File: config.mk
export PLATFORM = sky130hd
export DESIGN_NAME = hamming_stream_decoder
export DESIGN_NICKNAME = d
export VERILOG_FILES = /design/src/rtl/hamming_pkg.sv /design/src/rtl/hamming_block_unpacker.sv /design/src/rtl/hamming_stream_decoder.sv
export SDC_FILE = /design/constraint.sdc
export NUM_CORES = 1
export LEC_CHECK = 0
export CORE_ASPECT_RATIO = 1.5
export CORE_UTILIZATION = 47
export DETAILED_ROUTE_END_ITERATION = 10
export DONT_BUFFER_PORTS = 1
export GPL_ROUTABILITY_DRIVEN = 0
export GPL_TIMING_DRIVEN = 0
export PLACE_DENSITY_LB_ADDON = 0.08
export SYNTH_ARGS = -nofsm -noshare
export SYNTH_HDL_FRONTEND = slang
export SYNTH_HIERARCHICAL = 1
export SYNTH_SLANG_ARGS = --single-unit
File: constraint.sdc
create_clock -name clock -period 2.65 [get_ports clock]
set_input_delay 0.53 -clock clock [delete_from_list [all_inputs] [get_ports clock]]
set_output_delay 0.53 -clock clock [all_outputs]
set_load 0.01 [all_outputs]
File: src/rtl/hamming_pkg.sv
// Shared Hamming helpers: parity-width sizing, syndrome calculation and parity-position test.
package hamming_pkg;

    localparam int unsigned MAX_BLOCK_WIDTH = 64;
    localparam int unsigned SYN_WIDTH       = 8;

    // Smallest p with 2**p >= data_width + p + 1.
    function automatic int unsigned hamming_parity_width(input int unsigned data_width);
        int unsigned p;
        p = 1;
        while ((32'd1 << p) < (data_width + p + 1)) p++;
        return p;
    endfunction

    // XOR of the 1-based positions of all set bits within the first 'width' bits.
    function automatic logic [SYN_WIDTH-1:0] hamming_syndrome(
        input logic [MAX_BLOCK_WIDTH-1:0] block,
        input int unsigned                width
    );
        logic [SYN_WIDTH-1:0]       syn;
        logic [MAX_BLOCK_WIDTH-1:0] bits;
        syn  = '0;
        bits = block;
        for (int unsigned p = 1; p <= MAX_BLOCK_WIDTH; p++) begin
            if (bits[0] && (p <= width)) syn ^= SYN_WIDTH'(p);
            bits = bits >> 1;
        end
        return syn;
    endfunction

    function automatic bit is_parity_position(input int unsigned p);
        return (p != 0) && ((p & (p - 1)) == 0);
    endfunction

endpackage

File: src/rtl/hamming_block_unpacker.sv
// Splits a Hamming block into payload (non-power-of-two positions, ascending) and parity code.
module hamming_block_unpacker
    import hamming_pkg::*;
#(
    parameter int unsigned DATA_WIDTH   = 4,
    parameter int unsigned PARITY_WIDTH = 3
) (
    input  logic [DATA_WIDTH+PARITY_WIDTH-1:0] i_block,
    output logic [DATA_WIDTH-1:0]              o_data_c,
    output logic [PARITY_WIDTH-1:0]            o_code_c
);

    localparam int unsigned BLOCK_WIDTH = DATA_WIDTH + PARITY_WIDTH;

    // Position p holds parity bit log2(p) or data bit p-1-(number of powers of two <= p).
    for (genvar p = 1; p <= BLOCK_WIDTH; p++) begin : g_pos
        if (is_parity_position(p)) begin : g_par
            assign o_code_c[$clog2(p)] = i_block[p-1];
        end else begin : g_dat
            assign o_data_c[p - 1 - $clog2(p + 1)] = i_block[p-1];
        end
    end

endmodule

File: src/rtl/hamming_stream_decoder.sv
// Two-stage valid/ready Hamming decoder: syndrome in stage 1, correction and unpack in stage 2.
// Error counters are built only when HAMMING_DECODER_COUNTERS_EN is defined.
module hamming_stream_decoder
    import hamming_pkg::*;
#(
    parameter  int unsigned DATA_WIDTH    = 4,
    parameter  int unsigned COUNTER_WIDTH = 16,
    localparam int unsigned PARITY_WIDTH  = hamming_parity_width(DATA_WIDTH),
    localparam int unsigned BLOCK_WIDTH   = DATA_WIDTH + PARITY_WIDTH
) (
    input  logic                     clock,
    input  logic                     resetn,
    input  logic                     in_valid,
    output logic                     in_ready,
    input  logic [BLOCK_WIDTH-1:0]   in_block,
    output logic                     out_valid,
    input  logic                     out_ready,
    output logic [DATA_WIDTH-1:0]    out_data,
    output logic [PARITY_WIDTH-1:0]  out_syndrome,
    output logic                     out_corrected,
    output logic                     out_uncorrectable,
    input  logic                     counters_clear,
    output logic [COUNTER_WIDTH-1:0] corrected_count,
    output logic [COUNTER_WIDTH-1:0] uncorrectable_count
);

    logic                    r_s1_valid;
    logic [BLOCK_WIDTH-1:0]  r_s1_block;
    logic [PARITY_WIDTH-1:0] r_s1_syndrome;
    logic                    r_s2_valid;
    logic [DATA_WIDTH-1:0]   r_s2_data;
    logic [PARITY_WIDTH-1:0] r_s2_syndrome;
    logic                    r_s2_corrected;
    logic                    r_s2_uncorr;

    logic                    w_s1_ready;
    logic                    w_s2_ready;
    logic                    w_out_hs;
    logic [PARITY_WIDTH-1:0] w_in_syndrome;
    logic                    w_s1_correctable;
    logic                    w_s1_uncorr;
    logic [BLOCK_WIDTH-1:0]  w_flip_mask;
    logic [BLOCK_WIDTH-1:0]  w_fixed_block;
    logic [DATA_WIDTH-1:0]   w_fixed_data;
    logic [PARITY_WIDTH-1:0] w_unused_code;

    assign w_s2_ready = !r_s2_valid || out_ready;
    assign w_s1_ready = !r_s1_valid || w_s2_ready;
    assign w_out_hs   = r_s2_valid && out_ready;
    assign in_ready   = w_s1_ready;

    assign w_in_syndrome = PARITY_WIDTH'(hamming_syndrome(MAX_BLOCK_WIDTH'(in_block), BLOCK_WIDTH));

    // Syndromes beyond the block length only arise from shortened codes; pass those through.
    assign w_s1_correctable = (r_s1_syndrome != '0) && (r_s1_syndrome <= PARITY_WIDTH'(BLOCK_WIDTH));
    assign w_s1_uncorr      = r_s1_syndrome > PARITY_WIDTH'(BLOCK_WIDTH);
    assign w_flip_mask      = w_s1_correctable ?
                              (BLOCK_WIDTH'(1) << (r_s1_syndrome - PARITY_WIDTH'(1))) : '0;
    assign w_fixed_block    = r_s1_block ^ w_flip_mask;

    hamming_block_unpacker #(
        .DATA_WIDTH   (DATA_WIDTH),
        .PARITY_WIDTH (PARITY_WIDTH)
    ) u_unpacker (
        .i_block  (w_fixed_block),
        .o_data_c (w_fixed_data),
        .o_code_c (w_unused_code)
    );

    // Stage 1: received block and its syndrome.
    always_ff @(posedge clock or negedge resetn) begin
        if (!resetn) begin
            r_s1_valid    <= 1'b0;
            r_s1_block    <= '0;
            r_s1_syndrome <= '0;
        end else if (w_s1_ready) begin
            r_s1_valid <= in_valid;
            if (in_valid) begin
                r_s1_block    <= in_block;
                r_s1_syndrome <= w_in_syndrome;
            end
        end
    end

    // Stage 2: corrected payload and flags; held while the sink stalls.
    always_ff @(posedge clock or negedge resetn) begin
        if (!resetn) begin
            r_s2_valid     <= 1'b0;
            r_s2_data      <= '0;
            r_s2_syndrome  <= '0;
            r_s2_corrected <= 1'b0;
            r_s2_uncorr    <= 1'b0;
        end else if (w_s2_ready) begin
            r_s2_valid <= r_s1_valid;
            if (r_s1_valid) begin
                r_s2_data      <= w_fixed_data;
                r_s2_syndrome  <= r_s1_syndrome;
                r_s2_corrected <= w_s1_correctable;
                r_s2_uncorr    <= w_s1_uncorr;
            end
        end
    end

    assign out_valid         = r_s2_valid;
    assign out_data          = r_s2_data;
    assign out_syndrome      = r_s2_syndrome;
    assign out_corrected     = r_s2_corrected;
    assign out_uncorrectable = r_s2_uncorr;

`ifdef HAMMING_DECODER_COUNTERS_EN
    logic [COUNTER_WIDTH-1:0] r_corrected_count;
    logic [COUNTER_WIDTH-1:0] r_uncorr_count;

    // Saturating event counters; a clear overrides a same-cycle increment.
    always_ff @(posedge clock or negedge resetn) begin
        if (!resetn) begin
            r_corrected_count <= '0;
            r_uncorr_count    <= '0;
        end else if (counters_clear) begin
            r_corrected_count <= '0;
            r_uncorr_count    <= '0;
        end else if (w_out_hs) begin
            if (r_s2_corrected && (r_corrected_count != '1))
                r_corrected_count <= r_corrected_count + COUNTER_WIDTH'(1);
            if (r_s2_uncorr && (r_uncorr_count != '1))
                r_uncorr_count <= r_uncorr_count + COUNTER_WIDTH'(1);
        end
    end

    assign corrected_count     = r_corrected_count;
    assign uncorrectable_count = r_uncorr_count;
`else
    logic w_unused_ctrl;

    assign w_unused_ctrl       = counters_clear ^ w_out_hs;
    assign corrected_count     = '0;
    assign uncorrectable_count = '0;
`endif

endmodule

==> results list <==
- Status: finished, final reports clean
- The floorplan step defined a die boundary enclosing 2530 µm².
- Detail-routed via count per cell: 4.00
- STA puts the critical path data arrival time at 0.95 ns.
- The cell family contributing the most delay on the critical path is flip-flops.
- From synthesis to final layout, the design area changed by 17.5%.
- The number of antenna violations at the first check in global routing was 0.
* Detailed placement HPWL: 1210 µm
- The first global-routing pass estimated 2240 µm of wire.
- First element of the critical path: out_valid
- The number of slew-limit violations in the final report is 0.
- Io pins: 55
- Post-Synthesis Cells: 100
* Antenna Nets Post-Route: 0
* Finished layout cell area: 1280 µm²
- Entering global routing, the biggest net connects 19 pins.
- For this run, the top clock speed supported by timing is 674 MHz.
- Antenna fix cells: 0
- The initial utilization of the core area, before any placement, comes to 0.495.
- Final-layout setup total negative slack: 0 ns
- The routed design has 1490 µm of wire.
- Register-to-register setup slack: 1.31 ns
- Crit end category: primary output
* Number of global-route vias before repair: 528
- Counting tap cells, the placed design contains a total of 154 instances.
- Crit-path slowest cell: sky130_fd_sc_hd__dfrtp_1
* GRT Resource Usage Total: 0.137
* Placeable core area: 2210 µm²
- After clock tree synthesis, the clock-pin slew on the worst setup and hold paths is 0.10 ns.
- For the pin with the worst max-slew slack, the measured transition is 0.793 ns.
- Highest cell delay on the worst timing path: 0.44 ns
* Netlist area before placement: 1090 µm²
- Time the final worst path needs with I/O delays and setup: 1.48 ns
* Number of max-capacitance violations reported: 0
* Worst slack after detailed placement: 1.16 ns
- At the end of the flow, the number of nets in the layout was 149.
* Kind of start point of the critical path: register
- Die Span X: 41.4 µm
- Number of buffers created by CTS: 3
- Setup Viol. Count Final: 0
* Hold path start: in_valid
- In this run, the number of DRC markers left after iteration 0 of detailed routing was 8.
- In the final layout, the share of cells above drive strength 1 is 0.419.
* Total power density per cell area: 660 nW/µm²
- For this block, the via count after detailed routing is 636.
- Clock tree from TritonCTS: yes
- Final Hold Slack: 0.348 ns
- Die extent in y: 61.1 µm
* Core Rows: 21
- Synthesis warning total: 6
- The later pin in the worst-skew pair is clocked with a latency of 0.29 ns.
- Setup clock skew after layout: 0.00297 ns
- Buffers from clock root to sink, at most: 2
* Number of setup buffers added after CTS: 0
- The critical path is of the register to primary output type.
* GR Overflow Total: 0
- Once routing completed, OpenROAD measured the worst setup slack at 1.17 ns.
- After detailed routing, the number of remaining DRC violations is 0.
* CP bufs+invs: 0
* TritonCTS Sinks: 18
- In the final routed layout, each cell accounts on average for 9.38 µm.
- Fillers: 202
- In this run the worst hold path is classified as input pin to register.
- CP Data Required Time: 2.12 ns
- Root Driver: sky130_fd_sc_hd__clkbuf_4
- The final number of hold-violating endpoints came to 0.
- For this run, the number of standard cells in the final layout without fillers is 159.
* Ordered list of cells on the worst path: nand3b_1
- Endpoint with the worst hold slack: r_s1_valid
- Setup repair after global routing left no endpoint under its margin.
* Synthesized area per cell: 10.9 µm²
- Destination of the worst register-to-register timing path: out_data[0]
* Worst Reg-to-Reg Cells: 6
- Worst-case headroom to the max-slew limit: 0.470
- Along the worst hold path, the cell count comes to 1.
- Input and output buffers added on the ports amount to 0.
- Of all nets on the critical path, the largest fanout is 3.
- The startpoint identified for the worst register-to-register timing path is r_s1_syndrome[0].
- For this design the static power due to leakage is 0.000666 µW.
- DR pass1 iterations: 4
* Post-Place Cell Area: 1240 µm²
- In the finished design, the share of the clock period the worst path needs comes to 0.560.
* Maximum level of the CTS H-tree: 1
- IR drop worst, VDD: 0.000327 V
## power breakdown
group	total, µW	internal, µW	leakage [µW]	switching (µW)
Sequential	423	352	0.000208	71.4
Combinational	259	154	0.000437	105
Clock	166	83.7	0.0000210	82.6
Total	848	589	0.000666	259
## worst register-to-register path, cell delays in order (launching register included)
cell,delay (ns)
sky130_fd_sc_hd__dfrtp_1,0.33
sky130_fd_sc_hd__clkbuf_1,0.23
sky130_fd_sc_hd__nand2_1,0.08
sky130_fd_sc_hd__nor2_1,0.14
sky130_fd_sc_hd__xor2_1,0.08
sky130_fd_sc_hd__buf_4,0.13
sky130_fd_sc_hd__mux2_2,0.24
## layout make-up
class	count	area (µm²)	share of cell area
Tap cell	23	28.8	0.0224
Multi-Input combinational cell	74	477	0.371
Buffer	39	283	0.220
Sequential cell	18	450	0.351
Timing Repair Buffer	1	10.0	0.00779
Clock buffer	4	36.3	0.0282
## layout by cell type (no fill, tap or decap)
| cell | n |
|---|---|
| sky130_fd_sc_hd__clkbuf_1 | 2 |
| sky130_fd_sc_hd__dlygate4sd3_1 | 1 |
| sky130_fd_sc_hd__nand2_2 | 1 |
| sky130_fd_sc_hd__mux2_2 | 14 |
| sky130_fd_sc_hd__nand3_1 | 1 |
| sky130_fd_sc_hd__conb_1 | 32 |
| sky130_fd_sc_hd__nand3b_1 | 2 |
| sky130_fd_sc_hd__nand2_1 | 3 |
| sky130_fd_sc_hd__nor3_1 | 1 |
| sky130_fd_sc_hd__a21oi_1 | 1 |
| sky130_fd_sc_hd__xor2_2 | 1 |
| sky130_fd_sc_hd__nor2_1 | 2 |
| sky130_fd_sc_hd__a31oi_1 | 1 |
| sky130_fd_sc_hd__buf_2 | 1 |
| sky130_fd_sc_hd__xnor2_1 | 8 |
| sky130_fd_sc_hd__and2_1 | 1 |
| sky130_fd_sc_hd__xor2_1 | 3 |
| sky130_fd_sc_hd__nand2b_1 | 3 |
| sky130_fd_sc_hd__buf_4 | 36 |
| sky130_fd_sc_hd__clkbuf_8 | 1 |
| sky130_fd_sc_hd__clkbuf_4 | 3 |
| sky130_fd_sc_hd__dfrtp_1 | 18 |
## flip-flops by register name, summed over array words and instances (netlist names)
signal             flops
r_s1_syndrome          3
r_s1_valid             1
r_s1_block             4
out_corrected          1
out_valid              1
out_data               4
out_syndrome           3
out_uncorrectable      1
## metal layers
layer  wire length [µm]  vias up  global-route usage
met1                501      272               0.142
met5                  0        -                   0
met4                 42        0               0.111
met3                195        4              0.0289
met2                751       37               0.223
li1                   -      323                   -
## worst max-delay path by stage
stage,slack (ns),cells after the start,end
after floorplan,1.24,3,r_s1_block[2]
after global placement,1.16,3,r_s1_block[2]
after detailed placement,1.16,3,r_s1_syndrome[2]
after CTS,1.15,1,in_ready
after global routing,1.10,1,in_ready
final,1.17,1,in_ready
## metrics by stage
step                 util  total power (µW)
floorplan               -               650
global placement    0.561               677
detailed placement  0.561               687
CTS                 0.582               864
global route        0.582               916
finish              0.582               848
## repair_timing
action	in CTS	in global routing
hold endpoints to repair	18	0
resized for setup	0	0
hold buffers	1	0
No activity file was read; power rests on OpenSTA's default activity.
